File: config.mk
export PLATFORM = sky130hd
export DESIGN_NAME = sparse_word_packer
export DESIGN_NICKNAME = d
export VERILOG_FILES = /design/src/rtl/sparse_word_packer.sv
export SDC_FILE = /design/constraint.sdc
export NUM_CORES = 2
export LEC_CHECK = 0
export ABC_AREA = 1
export CORE_ASPECT_RATIO = 1.25
export CORE_MARGIN = 3
export CORE_UTILIZATION = 45
export CTS_CLUSTER_DIAMETER = 60
export DETAILED_ROUTE_END_ITERATION = 7
export PLACE_DENSITY = 0.7
export RECOVER_POWER = 25
export SLEW_MARGIN = 20
export SYNTH_ARGS = -nofsm -noshare
export SYNTH_HDL_FRONTEND = slang
export SYNTH_SLANG_ARGS = --single-unit
File: constraint.sdc
create_clock -name clk -period 2.92 [get_ports clk]
set_clock_uncertainty 0.15 [all_clocks]
set_input_delay 0.584 -clock clk [delete_from_list [all_inputs] [get_ports clk]]
set_output_delay 0.584 -clock clk [all_outputs]
set_load 0.005 [all_outputs]
File: src/rtl/sparse_word_packer.sv
// Zero-value-compression packer: streams non-zero bytes into dense activation words and groups masks into mask words.
// Optional non-zero statistics counter enabled by defining PACKER_STATS_EN.
module sparse_word_packer #(
  parameter int unsigned DATA_WIDTH       = 8,
  parameter int unsigned LANES            = 16,
  parameter int unsigned ADDR_WIDTH_ACT   = 14,
  parameter int unsigned ADDR_WIDTH_MASKS = 11
) (
  input  logic                          clk,
  input  logic                          arst_n_in,
  input  logic                          clear_in,
  input  logic                          in_valid,
  output logic                          in_ready,
  input  logic [LANES-1:0]              masks_in,
  input  logic [LANES*DATA_WIDTH-1:0]   encoded_in,
  input  logic                          last_in,
  output logic                          act_we,
  output logic [ADDR_WIDTH_ACT-1:0]     act_addr,
  output logic [LANES*DATA_WIDTH-1:0]   act_wdata,
  output logic                          mask_we,
  output logic [ADDR_WIDTH_MASKS-1:0]   mask_addr,
  output logic [LANES*DATA_WIDTH-1:0]   mask_wdata,
  output logic                          done_out,
  output logic [31:0]                   nz_count_out
);

  localparam int unsigned MEM_BW = LANES * DATA_WIDTH;
  localparam int unsigned CNT_W  = $clog2(LANES + 1);
  localparam int unsigned FILL_W = $clog2(LANES);
  localparam int unsigned SUM_W  = $clog2(2 * LANES);
  localparam int unsigned SLOT_W = (DATA_WIDTH > 1) ? $clog2(DATA_WIDTH) : 1;

  typedef enum logic {RUN, FLUSH} state_e;

  state_e                  state_q, state_d;
  logic                    in_ready_q, in_ready_d;
  logic [MEM_BW-1:0]       buf_q, buf_d;
  logic [FILL_W-1:0]       fill_q, fill_d;
  logic [MEM_BW-1:0]       mbuf_q, mbuf_d;
  logic [SLOT_W-1:0]       mslot_q, mslot_d;
  logic [ADDR_WIDTH_ACT-1:0]   act_cnt_q, act_cnt_d;
  logic [ADDR_WIDTH_MASKS-1:0] mask_cnt_q, mask_cnt_d;
  logic                    act_we_q, act_we_d;
  logic [ADDR_WIDTH_ACT-1:0]   act_addr_q, act_addr_d;
  logic [MEM_BW-1:0]       act_wdata_q, act_wdata_d;
  logic                    mask_we_q, mask_we_d;
  logic [ADDR_WIDTH_MASKS-1:0] mask_addr_q, mask_addr_d;
  logic [MEM_BW-1:0]       mask_wdata_q, mask_wdata_d;
  logic                    done_q, done_d;

  logic [CNT_W-1:0]        pop_c;
  logic                    accept_c;
  logic [MEM_BW-1:0]       keep_c;
  logic [2*MEM_BW-1:0]     cat_c;
  logic [SUM_W-1:0]        sum_c;
  logic [MEM_BW-1:0]       mins_c;

  always_comb begin : popcount
    pop_c = '0;
    for (int unsigned i = 0; i < LANES; i++) begin
      pop_c = pop_c + CNT_W'(masks_in[i]);
    end
  end

  assign accept_c = in_valid && in_ready_q;
  // Don't-care bytes past the popcount are masked off so the residual stays zero-padded
  assign keep_c   = ~({MEM_BW{1'b1}} >> (32'(pop_c) * DATA_WIDTH));
  assign cat_c    = {buf_q, {MEM_BW{1'b0}}}
                  | ({encoded_in & keep_c, {MEM_BW{1'b0}}} >> (32'(fill_q) * DATA_WIDTH));
  assign sum_c    = SUM_W'(fill_q) + SUM_W'(pop_c);
  assign mins_c   = {masks_in, {(MEM_BW - LANES){1'b0}}} >> (32'(mslot_q) * LANES);

  always_comb begin : next_state
    state_d      = state_q;
    buf_d        = buf_q;
    fill_d       = fill_q;
    mbuf_d       = mbuf_q;
    mslot_d      = mslot_q;
    act_cnt_d    = act_cnt_q;
    mask_cnt_d   = mask_cnt_q;
    act_we_d     = 1'b0;
    act_addr_d   = act_addr_q;
    act_wdata_d  = act_wdata_q;
    mask_we_d    = 1'b0;
    mask_addr_d  = mask_addr_q;
    mask_wdata_d = mask_wdata_q;
    done_d       = 1'b0;

    if (clear_in) begin
      state_d    = RUN;
      buf_d      = '0;
      fill_d     = '0;
      mbuf_d     = '0;
      mslot_d    = '0;
      act_cnt_d  = '0;
      mask_cnt_d = '0;
    end else begin
      case (state_q)
        RUN: begin
          if (accept_c) begin
            if (sum_c >= SUM_W'(LANES)) begin
              act_we_d    = 1'b1;
              act_addr_d  = act_cnt_q;
              act_wdata_d = cat_c[2*MEM_BW-1 -: MEM_BW];
              act_cnt_d   = act_cnt_q + 1'b1;
              buf_d       = cat_c[MEM_BW-1:0];
              fill_d      = FILL_W'(sum_c - SUM_W'(LANES));
            end else begin
              buf_d  = cat_c[2*MEM_BW-1 -: MEM_BW];
              fill_d = FILL_W'(sum_c);
            end
            if (mslot_q == SLOT_W'(DATA_WIDTH - 1)) begin
              mask_we_d    = 1'b1;
              mask_addr_d  = mask_cnt_q;
              mask_wdata_d = mbuf_q | mins_c;
              mask_cnt_d   = mask_cnt_q + 1'b1;
              mbuf_d       = '0;
              mslot_d      = '0;
            end else begin
              mbuf_d  = mbuf_q | mins_c;
              mslot_d = mslot_q + 1'b1;
            end
            if (last_in) begin
              state_d = FLUSH;
            end
          end
        end
        FLUSH: begin
          if (fill_q != '0) begin
            act_we_d    = 1'b1;
            act_addr_d  = act_cnt_q;
            act_wdata_d = buf_q;
            act_cnt_d   = act_cnt_q + 1'b1;
          end
          if (mslot_q != '0) begin
            mask_we_d    = 1'b1;
            mask_addr_d  = mask_cnt_q;
            mask_wdata_d = mbuf_q;
            mask_cnt_d   = mask_cnt_q + 1'b1;
          end
          buf_d   = '0;
          fill_d  = '0;
          mbuf_d  = '0;
          mslot_d = '0;
          done_d  = 1'b1;
          state_d = RUN;
        end
        default: state_d = RUN;
      endcase
    end

    in_ready_d = (state_d == RUN);
  end

  always_ff @(posedge clk or negedge arst_n_in) begin
    if (!arst_n_in) begin
      state_q      <= RUN;
      in_ready_q   <= 1'b0;
      buf_q        <= '0;
      fill_q       <= '0;
      mbuf_q       <= '0;
      mslot_q      <= '0;
      act_cnt_q    <= '0;
      mask_cnt_q   <= '0;
      act_we_q     <= 1'b0;
      act_addr_q   <= '0;
      act_wdata_q  <= '0;
      mask_we_q    <= 1'b0;
      mask_addr_q  <= '0;
      mask_wdata_q <= '0;
      done_q       <= 1'b0;
    end else begin
      state_q      <= state_d;
      in_ready_q   <= in_ready_d;
      buf_q        <= buf_d;
      fill_q       <= fill_d;
      mbuf_q       <= mbuf_d;
      mslot_q      <= mslot_d;
      act_cnt_q    <= act_cnt_d;
      mask_cnt_q   <= mask_cnt_d;
      act_we_q     <= act_we_d;
      act_addr_q   <= act_addr_d;
      act_wdata_q  <= act_wdata_d;
      mask_we_q    <= mask_we_d;
      mask_addr_q  <= mask_addr_d;
      mask_wdata_q <= mask_wdata_d;
      done_q       <= done_d;
    end
  end

`ifdef PACKER_STATS_EN
  logic [31:0] nz_q, nz_d;
  logic [32:0] nz_sum_c;

  // Saturating count of accepted non-zero elements; flush leaves it alone
  always_comb begin : stats_next
    nz_sum_c = {1'b0, nz_q} + 33'(pop_c);
    nz_d     = nz_q;
    if (clear_in) begin
      nz_d = '0;
    end else if (accept_c) begin
      nz_d = nz_sum_c[32] ? '1 : nz_sum_c[31:0];
    end
  end

  always_ff @(posedge clk or negedge arst_n_in) begin
    if (!arst_n_in) begin
      nz_q <= '0;
    end else begin
      nz_q <= nz_d;
    end
  end

  assign nz_count_out = nz_q;
`else
  assign nz_count_out = 32'd0;
`endif

  assign in_ready   = in_ready_q;
  assign act_we     = act_we_q;
  assign act_addr   = act_addr_q;
  assign act_wdata  = act_wdata_q;
  assign mask_we    = mask_we_q;
  assign mask_addr  = mask_addr_q;
  assign mask_wdata = mask_wdata_q;
  assign done_out   = done_q;

endmodule

==> out/metrics.cfg <==
[cts]
cts_buffers=60
htree_levels=2
cts.sinks=574
clk_pin_slew_worst_paths_ns=0.06
cts_tree=done
root_buffer=clkbuf_16
cts_max_path_buffers=3
clkLatencyLatePin_ns=0.66

[worst_setup_path]
cp.arrival_ns=5.79
cp-start-kind=primary input
cp_num_buf_inv=10
end_kind=register
timing.rr.end=act_wdata[56]$_DFFE_PN0P_
cpPeakStageDelay_ns=0.58
path_class=in2reg
crit_path_max_fanout=7
timing.critical_path.mode_cell=inv_2
slowest_stage=fa_2
critical-path-top-delay-family=adder cells
r2r_start=fill_q[0]$_DFFE_PN0P_
r2r_slack_ns=-0.08
rr_worst_depth=19
cp.required_ns=3.31

[finish]
drive_gt1_frac=0.201
area_growth_pct=43.4
nets=5717

[yosys]
synthFlopType=dfrtp_1
syn_area_per_cell_um2=7.00
async_flop_share=1.00
synth-seq-cells=574
synth_area_leader_cell=dfrtp_1
synth_top_area_share=0.426
synth_area_mm2=0.0337
synth_edf_count=0
yosysMostFrequentCell=nand2_1
synth_common_cells=1,349 x nand2_1, 628 x o21ai_0, 605 x nand3_1, 574 x dfrtp_1, 429 x inv_1
synth_area_leaders=dfrtp_1 43%, nand2_1 15%, o21ai_0 9.3%
synth_cells=4819
synth.distinct_cells=45
synth_seq_area_share=0.426
synth-warning-count=0

[global_routing]
grt_pass1_vias=35615
grt_max_degree=152
antenna_found_initial=1
grt_pass1_wl_mm=233
gr-total-overflow=0
grtUsageTotal=0.397

[hold_path]
min_to=act_wdata[30]$_DFFE_PN0P_
hold_depth=2
hold_start=act_wdata[30]$_DFFE_PN0P_
holdCritPathClass=reg2reg

[timing]
finalHoldViolations=0
tns_ns=-674.73
tightestPinTransition_ns=1.72
setup_viol=289
finalMaxSlewViolations=50
rsz0062_at_grt=true
min_period_ns=5.40
fmax_mhz=185
fin_crit_sh=1.85
slew_headroom=-0.144
setup_ws_ns=-2.48

[pwr]
p_total_mw=55.1
vdd_drop_max_mv=0.818
leakage_nw=23.4
pwr_density_cell_mw_per_mm2=1140

[die]
fp.dieH_um=312
dieArea_mm2=0.0783
coreArea_mm2=0.0737
fp.dieW_um=251
start_util=0.458
ios=466
rows=111

[routing]
wl_mm=167
viasPerCell=5.88
wl_per_cell_um=25.5
firstDrtPassIters=6
post-route-drc-count=0
vias=38527
drt-initial-drc-count=4012
antenna_left=0

[run_status]
status=finished with violations
violations=capacitance limit, slew limit, setup timing

[place]
gp_congestion=1.06
port_buffers=433
hpwl_mm=117

[job]
maxCapViolCount=1

## state kept, by name, indices dropped and copies added, names as in the netlist, 11 cells and up
name,count
act_addr,14
act_cnt_q,14
act_wdata,128
buf_q,128
mask_addr,11
mask_cnt_q,11
mask_wdata,128
mbuf_q,128
## layout by cell type, fill, tap and decap left out, drive strengths merged, types with 32 or more instances in the layout
cell,instances
conb,32
inv,436
nand3,606
clkdlybuf4s50,423
buf,532
nor2,299
dfrtp,574
a21oi,129
clkbuf,134
o211ai,90
o21ai,676
nand4,104
nand2,1360
## cell families after synthesis
kind of cell | after synthesis | share of synthesized area
buffers and inverters | 813 | 0.0975
XOR/XNOR | 7 | 0.00182
AO/OA/AOI/OAI | 1000 | 0.162
flip-flops | 574 | 0.426
AND/OR/NAND/NOR | 2397 | 0.300
other | 1 | 0.000111
adder cells (fa/ha/maj) | 25 | 0.0117
multiplexers | 2 | 0.000593
## stage by stage
step                      instance area, um^2  setup slack (ns)  cells  hold slack [ns]   util
after floorplan                         34100             -2.46   4850            0.138      -
after global placement                  42300             -3.52   6333            0.311  0.574
after detailed placement                42300             -3.55   6333            0.312  0.574
after CTS                               45400             -2.42   6476            0.321  0.615
after global routing                    48400             -2.57   6549            0.339  0.656
final                                   48400             -2.48   6550            0.321  0.656
## layout make-up
cell class                 instances  area (um^2)
clock buffer                      88         1770
sequential                       574        14400
fill                            6372        25300
timing repair buffer            1002        10900
tap                              960         1200
multi-input combinational       3464        18200
inverter                         441         1730
clock inverter                    20          268
antenna                            1         2.50
## power breakdown
part / leakage (nW) / total [mW] / switching, mW / internal, mW
logic: 14.7 / 36.0 / 22.0 / 14.0
registers: 7.78 / 11.0 / 1.37 / 9.66
clock network: 0.994 / 8.03 / 3.47 / 4.56
total: 23.4 / 55.1 / 26.8 / 28.2
## worst register-to-register path, delay by kind of cell (launching register included)
family / cells / cell delay [ns]
AND/OR/NAND/NOR: 7 / 0.70
AO/OA/AOI/OAI: 3 / 0.30
adder cells (fa/ha/maj): 2 / 0.57
flip-flops: 1 / 0.41
buffers and inverters: 7 / 0.77
## what timing repair did
item | CTS | global route
gates resized for setup | 167 | 578
pin swaps | 62 | 286
gates cloned | 14 | 45
endpoints found under the hold margin | 38 | 0
hold buffers | 1 | 0
setup buffers | 20 | 43
setup endpoints to repair | 289 | 289
## metal layers
layer	GRT usage	vias to the layer above	wire length, um
met5	0	-	13
met2	0.630	2084	75100
met4	0.323	2	18100
met3	0.0656	630	13800
li1	-	17319	-
met1	0.478	18492	60200
## worst max path at each step
stage	startpoint	endpoint	slack [ns]	depth (start not counted)
finish	masks_in[0]	act_wdata[56]$_DFFE_PN0P_	-2.48	27
global route	masks_in[9]	act_wdata[56]$_DFFE_PN0P_	-2.57	27
CTS	masks_in[0]	act_wdata[83]$_DFFE_PN0P_	-2.42	25
detailed placement	masks_in[5]	buf_q[90]$_DFFE_PN0P_	-3.55	25
global placement	masks_in[5]	buf_q[90]$_DFFE_PN0P_	-3.52	25
floorplan	masks_in[5]	act_wdata[63]$_DFFE_PN0P_	-2.46	25
(Power assumes the default switching activity.)
